**src/rtl/dmem_responder_if.sv**
```systemverilog
// Request/response handshake bundle between a load/store initiator and the
// data-memory responder.
interface dmem_responder_if;
    logic        req_valid;
    logic        req_ready;
    logic        req_we;
    logic [31:0] req_addr;
    logic [31:0] req_wdata;
    logic [3:0]  req_be;
    logic        rsp_valid;
    logic        rsp_ready;
    logic [31:0] rsp_rdata;
    logic        rsp_err;

    modport master (
        output req_valid, req_we, req_addr, req_wdata, req_be, rsp_ready,
        input  req_ready, rsp_valid, rsp_rdata, rsp_err
    );

    modport slave (
        input  req_valid, req_we, req_addr, req_wdata, req_be, rsp_ready,
        output req_ready, rsp_valid, rsp_rdata, rsp_err
    );
endinterface

```
**src/rtl/dmem_responder.sv**
```systemverilog
// Handshaked data-memory target: one request at a time, LATENCY cycles of
// wait state, byte-enabled stores, error flag for misaligned/out-of-range.
module dmem_responder #(
    parameter int DEPTH   = 64,
    parameter int LATENCY = 2
) (
    input  logic             clk,
    input  logic             reset,
    dmem_responder_if.slave  bus,
    output logic             busy
);

    localparam int AW = (DEPTH > 1) ? $clog2(DEPTH) : 1;

    typedef enum logic [1:0] {
        IDLE = 2'd0,
        WAIT = 2'd1,
        RESP = 2'd2
    } state_e;

    state_e      state_q, state_d;
    logic [3:0]  cnt_q, cnt_d;
    logic        we_q, we_d;
    logic [31:0] addr_q, addr_d;
    logic [31:0] wdata_q, wdata_d;
    logic [3:0]  be_q, be_d;
    logic [31:0] rdata_q, rdata_d;
    logic        err_q, err_d;
    logic [31:0] mem_q [DEPTH];

    logic        reqFire;
    logic        rspFire;
    logic        doAccess;
    logic        accWe;
    logic        accErr;
    logic [31:0] accAddr;
    logic [31:0] accWdata;
    logic [3:0]  accBe;
    logic [AW-1:0] accIdx;

    assign bus.req_ready = reset && (state_q == IDLE);
    assign bus.rsp_valid = (state_q == RESP);
    assign bus.rsp_rdata = rdata_q;
    assign bus.rsp_err   = err_q;
    assign busy          = (state_q != IDLE);

    assign reqFire = bus.req_valid && bus.req_ready;
    assign rspFire = bus.rsp_valid && bus.rsp_ready;

    // With LATENCY=1 the access happens on the acceptance edge, so the live
    // request is used; otherwise the captured copy is.
    assign accWe    = (state_q == IDLE) ? bus.req_we    : we_q;
    assign accAddr  = (state_q == IDLE) ? bus.req_addr  : addr_q;
    assign accWdata = (state_q == IDLE) ? bus.req_wdata : wdata_q;
    assign accBe    = (state_q == IDLE) ? bus.req_be    : be_q;
    assign accIdx   = accAddr[AW+1:2];
    assign accErr   = (accAddr[1:0] != 2'b00) || (accAddr[31:2] >= 30'(DEPTH));

    // The access edge is the one on which the wait counter decrements to zero.
    assign doAccess = ((state_q == IDLE) && reqFire && (LATENCY == 1)) ||
                      ((state_q == WAIT) && (cnt_q <= 4'd1));

    always_comb begin
        state_d = state_q;
        cnt_d   = cnt_q;
        we_d    = we_q;
        addr_d  = addr_q;
        wdata_d = wdata_q;
        be_d    = be_q;
        rdata_d = rdata_q;
        err_d   = err_q;

        case (state_q)
            IDLE: begin
                if (reqFire) begin
                    we_d    = bus.req_we;
                    addr_d  = bus.req_addr;
                    wdata_d = bus.req_wdata;
                    be_d    = bus.req_be;
                    cnt_d   = 4'(LATENCY - 1);
                    state_d = WAIT;
                end
            end
            WAIT: begin
                cnt_d = cnt_q - 4'd1;
            end
            RESP: begin
                if (rspFire) begin
                    state_d = IDLE;
                    rdata_d = 32'h0;
                    err_d   = 1'b0;
                end
            end
            default: begin
                state_d = IDLE;
            end
        endcase

        if (doAccess) begin
            state_d = RESP;
            cnt_d   = 4'd0;
            err_d   = accErr;
            rdata_d = (!accWe && !accErr) ? mem_q[accIdx] : 32'h0;
        end
    end

    always_ff @(posedge clk or negedge reset) begin
        if (!reset) begin
            state_q <= IDLE;
            cnt_q   <= 4'd0;
            we_q    <= 1'b0;
            addr_q  <= 32'h0;
            wdata_q <= 32'h0;
            be_q    <= 4'h0;
            rdata_q <= 32'h0;
            err_q   <= 1'b0;
        end else begin
            state_q <= state_d;
            cnt_q   <= cnt_d;
            we_q    <= we_d;
            addr_q  <= addr_d;
            wdata_q <= wdata_d;
            be_q    <= be_d;
            rdata_q <= rdata_d;
            err_q   <= err_d;
        end
    end

    // Storage is deliberately left out of reset so committed data survives it.
    always_ff @(posedge clk) begin
        if (reset && doAccess && accWe && !accErr) begin
            for (int b = 0; b < 4; b++) begin
                if (accBe[b]) begin
                    mem_q[accIdx][8*b +: 8] <= accWdata[8*b +: 8];
                end
            end
        end
    end

endmodule

```
**src/flat_wrapper.sv**
```systemverilog
// flat-port wrapper written by rule: the top's interface ports become plain ports
module dmem_responder_flat 
#(
    parameter int DEPTH   = 64,
    parameter int LATENCY = 2
)
  (clk, reset, busy, bus_req_valid, bus_req_we, bus_req_addr, bus_req_wdata, bus_req_be, bus_rsp_ready, bus_req_ready, bus_rsp_valid, bus_rsp_rdata, bus_rsp_err);
  dmem_responder_if bus_i ();
  input  logic clk;
  input  logic reset;
  output logic busy;
  input wire logic [$bits(bus_i.req_valid)-1:0] bus_req_valid;
  input wire logic [$bits(bus_i.req_we)-1:0] bus_req_we;
  input wire logic [$bits(bus_i.req_addr)-1:0] bus_req_addr;
  input wire logic [$bits(bus_i.req_wdata)-1:0] bus_req_wdata;
  input wire logic [$bits(bus_i.req_be)-1:0] bus_req_be;
  input wire logic [$bits(bus_i.rsp_ready)-1:0] bus_rsp_ready;
  output wire logic [$bits(bus_i.req_ready)-1:0] bus_req_ready;
  output wire logic [$bits(bus_i.rsp_valid)-1:0] bus_rsp_valid;
  output wire logic [$bits(bus_i.rsp_rdata)-1:0] bus_rsp_rdata;
  output wire logic [$bits(bus_i.rsp_err)-1:0] bus_rsp_err;
  assign bus_i.req_valid = bus_req_valid;
  assign bus_i.req_we = bus_req_we;
  assign bus_i.req_addr = bus_req_addr;
  assign bus_i.req_wdata = bus_req_wdata;
  assign bus_i.req_be = bus_req_be;
  assign bus_i.rsp_ready = bus_rsp_ready;
  assign bus_req_ready = bus_i.req_ready;
  assign bus_rsp_valid = bus_i.rsp_valid;
  assign bus_rsp_rdata = bus_i.rsp_rdata;
  assign bus_rsp_err = bus_i.rsp_err;
  dmem_responder #(.DEPTH(DEPTH), .LATENCY(LATENCY)) u_core (.clk(clk), .reset(reset), .bus(bus_i), .busy(busy));
endmodule
```
**config.mk**
```make
export PLATFORM = sky130hd
export DESIGN_NAME = dmem_responder_flat
export DESIGN_NICKNAME = d
export VERILOG_FILES = /design/src/rtl/dmem_responder_if.sv /design/src/rtl/dmem_responder.sv /design/src/flat_wrapper.sv
export SDC_FILE = /design/constraint.sdc
export NUM_CORES = 2
export LEC_CHECK = 0
export ABC_AREA = 1
export CAP_MARGIN = 20
export CORE_UTILIZATION = 45
export CTS_BUF_LIST = sky130_fd_sc_hd__clkbuf_2
export DETAILED_ROUTE_END_ITERATION = 16
export PLACE_DENSITY = 0.57
export SKIP_CTS_REPAIR_TIMING = 1
export SYNTH_ARGS = -nofsm -noshare
export SYNTH_HDL_FRONTEND = slang
export SYNTH_SLANG_ARGS = --single-unit
export TNS_END_PERCENT = 50
```
**constraint.sdc**
```tcl
create_clock -name clk -period 9.1 [get_ports clk]
set_input_delay 1.365 -clock clk [delete_from_list [all_inputs] [get_ports clk]]
set_output_delay 1.365 -clock clk [all_outputs]
set_load 0.1 [all_outputs]
```
==> impl_summary.txt <==
----------------------------------------------------
[Logic synthesis]
  Library cell with the largest summed area after synthesis ... sky130_fd_sc_hd__edfxtp_1
  Multiplexer area fraction after synthesis ... 0.145%
  Synth Area in Adders ... 0.0269%
  Cell count after synthesis ... 9299
  Flops & latches, synth ... 2156
  Average cell area after synthesis ... 10.0 um^2
  Total nets after synthesis ... 9374
  Portion of the post-synthesis area used by sequential elements ... 68.9%
  Area share of and/or/nand/nor cells after synthesis ... 23.0%
  Distinct cell type count after synthesis ... 32
  Compound-Gate Fraction of Synth Area ... 1.28%
  Warning count from the yosys run ... 0
  Largest family of logic cells by synthesized area ... simple AND/OR/NAND/NOR gates
  XOR/XNOR share of the synthesized area ... 0.0188%
  Share of the synthesized area in the top cell type ... 66.0%
  Cell types with the largest area share after synthesis ... sky130_fd_sc_hd__edfxtp_1 (66%), sky130_fd_sc_hd__nand2_1 (16%), sky130_fd_sc_hd__nand3_1 (4.5%)
  Syn Std Cell Area ... 93200 um^2

[Worst hold path]
  Hold Startpoint ... bus_req_addr[7]
  Hold Path Class ... in -> reg
  Worst hold path cell count ... 3
  WHS Endpoint ... u_core.addr_q[7]

[Final layout]
  Layout-stage area growth over the synthesis result ... 9.23%
  Share of the core filled with cells ... 49.6%
  NumNets Final ... 9691
  Final Instance Count excl. Fillers ... 12676
  Fraction of layout instances using a drive strength above 1 ... 10.7%

[Floorplanning]
  Placement row count ... 166
  Starting utilization of the core area ... 45.4%
  Io pins ... 109
  Die extent in y ... 457 um
  Die Footprint ... 209000 um^2
  Die width ... 457 um
  Area inside the core boundary ... 205000 um^2

[STA]
  Final total negative setup slack ... 0 ps
  RSZ-0062 raised after global routing ... no
  Transition at the pin with the smallest max-transition slack ... 1380 ps
  Hold Fails Final Rpt ... 0
  Shortest clock period the worst path allows after layout ... 5930 ps
  Skew final ... 145 ps
  Maximum achievable frequency ... 169 MHz
  Final setup fails ... 0
  Period Utilization, post-route ... 65.1%
  Slew Viols, Final ... 0
  Relative slew margins ... 8.11%
  Post-route setup slack ... 3170 ps

[Place]
  Placed cell count ... 11728
  Final weighted congestion in routability-driven placement ... 0.895
  Half-perimeter wire length after detailed placement ... 179000 um
  Port buffer count ... 108
  Worst slack after detailed placement ... 3040 ps

[Global routing]
  Number of antenna violations at the first check in global routing ... 19
  Overflow after GRT ... 0
  Total Routing Usage GR ... 28.3%
  Met1 usage in global routing ... 37.8%
  First-pass GRT wire length ... 433000 um
  Gr busiest metal ... met2
  Met3 GRT Util ... 5.98%
  Via count of the first global-routing pass ... 65085
  M2 GR Usage ... 43.7%
  Largest net degree at the start of global routing ... 201

[Detailed routing]
  Number of optimization iterations in the first detailed-route pass ... 10
  Via density per instance ... 5.27
  DRC Markers ... 0
  Number of DRC violations after detailed-routing iteration 0 ... 6996
  Post-detailed-routing wire length ... 298000 um
  Routed length per placed instance ... 23.5 um
  DR vias ... 66781
  Antenna Violating Nets Remaining ... 0

[Clock tree]
  Clock Latency Late Sink ... 1970 ps
  Cell chosen for the clock root ... sky130_fd_sc_hd__clkbuf_2
  CTS tree ... yes
  TritonCTS buffer count ... 569
  Clock-pin slew on the worst setup and hold paths ... 120 ps
  Maximum level of the CTS H-tree ... 6
  Buffer depth of the longest clock path ... 4
  Sink Count ... 2156

[Critical path]
  Worst reg2reg path startpoint ... u_core.state_q[1]
  Crit Path Max Fanout ... 42
  Register-to-register setup slack ... 3780 ps
  CP Capture Type ... output pin
  Type of element launching the critical path ... register
  Data required time of the critical path ... 7740 ps
  Category of the most critical setup path ... reg -> out
  Worst-case reg-to-reg path depth ... 15
  FF-to-FF End ... u_core.bus.rsp_rdata[21]
  Data arrival at the endpoint of the critical path ... 4560 ps

[Pwr]
  Largest voltage drop on the vdd net ... 0.000386 V
  Standby leakage power ... 43.8 nW
  Total power density per cell area ... 338 nW/um^2

[Run]
  Max capacitance violation total ... 0

[Status]
  Status ... finished clean

----------------------------------------------------
==> cell usage in the layout (no fill, tap or decap), types with 3 or more instances in the layout <==
master / n
sky130_fd_sc_hd__nor2_4: 6
sky130_fd_sc_hd__nor2_1: 395
sky130_fd_sc_hd__nor4_1: 4
sky130_fd_sc_hd__clkbuf_2: 829
sky130_fd_sc_hd__clkdlybuf4s50_1: 107
sky130_fd_sc_hd__o21ai_4: 32
sky130_fd_sc_hd__buf_8: 3
sky130_fd_sc_hd__clkinv_1: 84
sky130_fd_sc_hd__dfrtp_1: 108
sky130_fd_sc_hd__inv_1: 1042
sky130_fd_sc_hd__edfxtp_1: 2048
sky130_fd_sc_hd__nor3_1: 3
sky130_fd_sc_hd__nand2_4: 11
sky130_fd_sc_hd__clkinv_2: 6
sky130_fd_sc_hd__nand4_1: 33
sky130_fd_sc_hd__buf_12: 11
sky130_fd_sc_hd__a21oi_1: 43
sky130_fd_sc_hd__o21ai_0: 79
sky130_fd_sc_hd__buf_6: 8
sky130_fd_sc_hd__nand3b_1: 34
sky130_fd_sc_hd__inv_2: 17
sky130_fd_sc_hd__diode_2: 9
sky130_fd_sc_hd__bufinv_16: 4
sky130_fd_sc_hd__o21ai_1: 76
sky130_fd_sc_hd__mux2_2: 12
sky130_fd_sc_hd__nor2_2: 12
sky130_fd_sc_hd__or2_2: 5
sky130_fd_sc_hd__nand2_1: 4003
sky130_fd_sc_hd__buf_4: 102
sky130_fd_sc_hd__nand3_1: 844
==> logic make-up after synthesis <==
family / Yosys count
adder cells (fa/ha/maj): 2
multiplexers: 12
buffers and inverters: 1537
XOR/XNOR: 2
flip-flops: 2156
AND/OR/NAND/NOR: 5356
AO/OA/AOI/OAI: 234
==> routing by layer <==
layer	share of wire [%]	routed length, um
met1	41	121000
met2	45	135000
met3	8.8	26200
met4	5.1	15200
met5	0.032	96
==> sequential cells by signal, summed over array words and instances (netlist names) <==
register and cells:
u_core.mem_q 2048, u_core.cnt_q 4, u_core.we_q 1, u_core.be_q 4, u_core.state_q 2, u_core.addr_q 32
u_core.bus.rsp_err 1, u_core.bus.rsp_rdata 32, u_core.wdata_q 32
==> cell usage after synthesis (all sizes together) <==
cell / number
nand2: 4015
edfxtp: 2048
inv: 1050
nand3: 845
nor2: 413
buf: 334
o21ai: 188
clkbuf: 153
dfrtp: 108
a21oi: 43
nand3b: 34
nand4: 33
mux2: 12
nor3: 7
or2: 5
nor4: 4
a32o: 2
ha: 2
a22o: 1
xnor2: 1
xor2: 1
==> cell type report <==
type | instances | area [um^2]
clock buffer | 829 | 4150
sequential | 2156 | 64200
clock inverter | 105 | 514
inverter | 1050 | 3940
tap | 2688 | 3360
fill | 19195 | 103000
antenna | 9 | 22.5
timing repair buffer | 233 | 2230
multi-input combinational | 5606 | 23300
==> worst max path at each step <==
stage / from / to / slack [ps] / cells after the start
CTS: u_core.state_q[1] / busy / 3020 / 4
global placement: bus_req_addr[2] / u_core.bus.rsp_rdata[21] / 3040 / 14
global route: u_core.state_q[1] / busy / 3030 / 4
floorplan: u_core.state_q[1] / u_core.mem_q[0][11] / 4130 / 6
finish: u_core.state_q[1] / busy / 3170 / 4
detailed placement: bus_req_addr[2] / u_core.bus.rsp_rdata[21] / 3040 / 14
==> stage by stage <==
| step | instance area (um^2) | total power, W | hold WS, ps |
|---|---|---|---|
| 2_1_floorplan | 93200 | 0.0219 | 448 |
| 3_3_place_gp | 96800 | 0.0279 | 465 |
| 3_5_place_dp | 97000 | 0.0279 | 466 |
| 4_1_cts | 102000 | 0.0344 | -658 |
| 5_1_grt | 102000 | 0.0361 | -9.43 |
| 6_report | 102000 | 0.0344 | 15.9 |
==> critical path, stage by stage (launching register included) <==
cell and delay (ps):
sky130_fd_sc_hd__dfrtp_1 440, sky130_fd_sc_hd__inv_2 90, sky130_fd_sc_hd__nand2_4 150, sky130_fd_sc_hd__buf_4 640, sky130_fd_sc_hd__clkdlybuf4s50_1 1280
==> where the power goes <==
group          switching, W  internal [W]  leakage [nW]
Sequential        0.0000926        0.0128          19.9
Combinational        0.0120       0.00304          20.2
Clock               0.00399       0.00250          3.69
Total                0.0161        0.0183          43.8
Note: power is estimated with default switching activity, not from simulation.
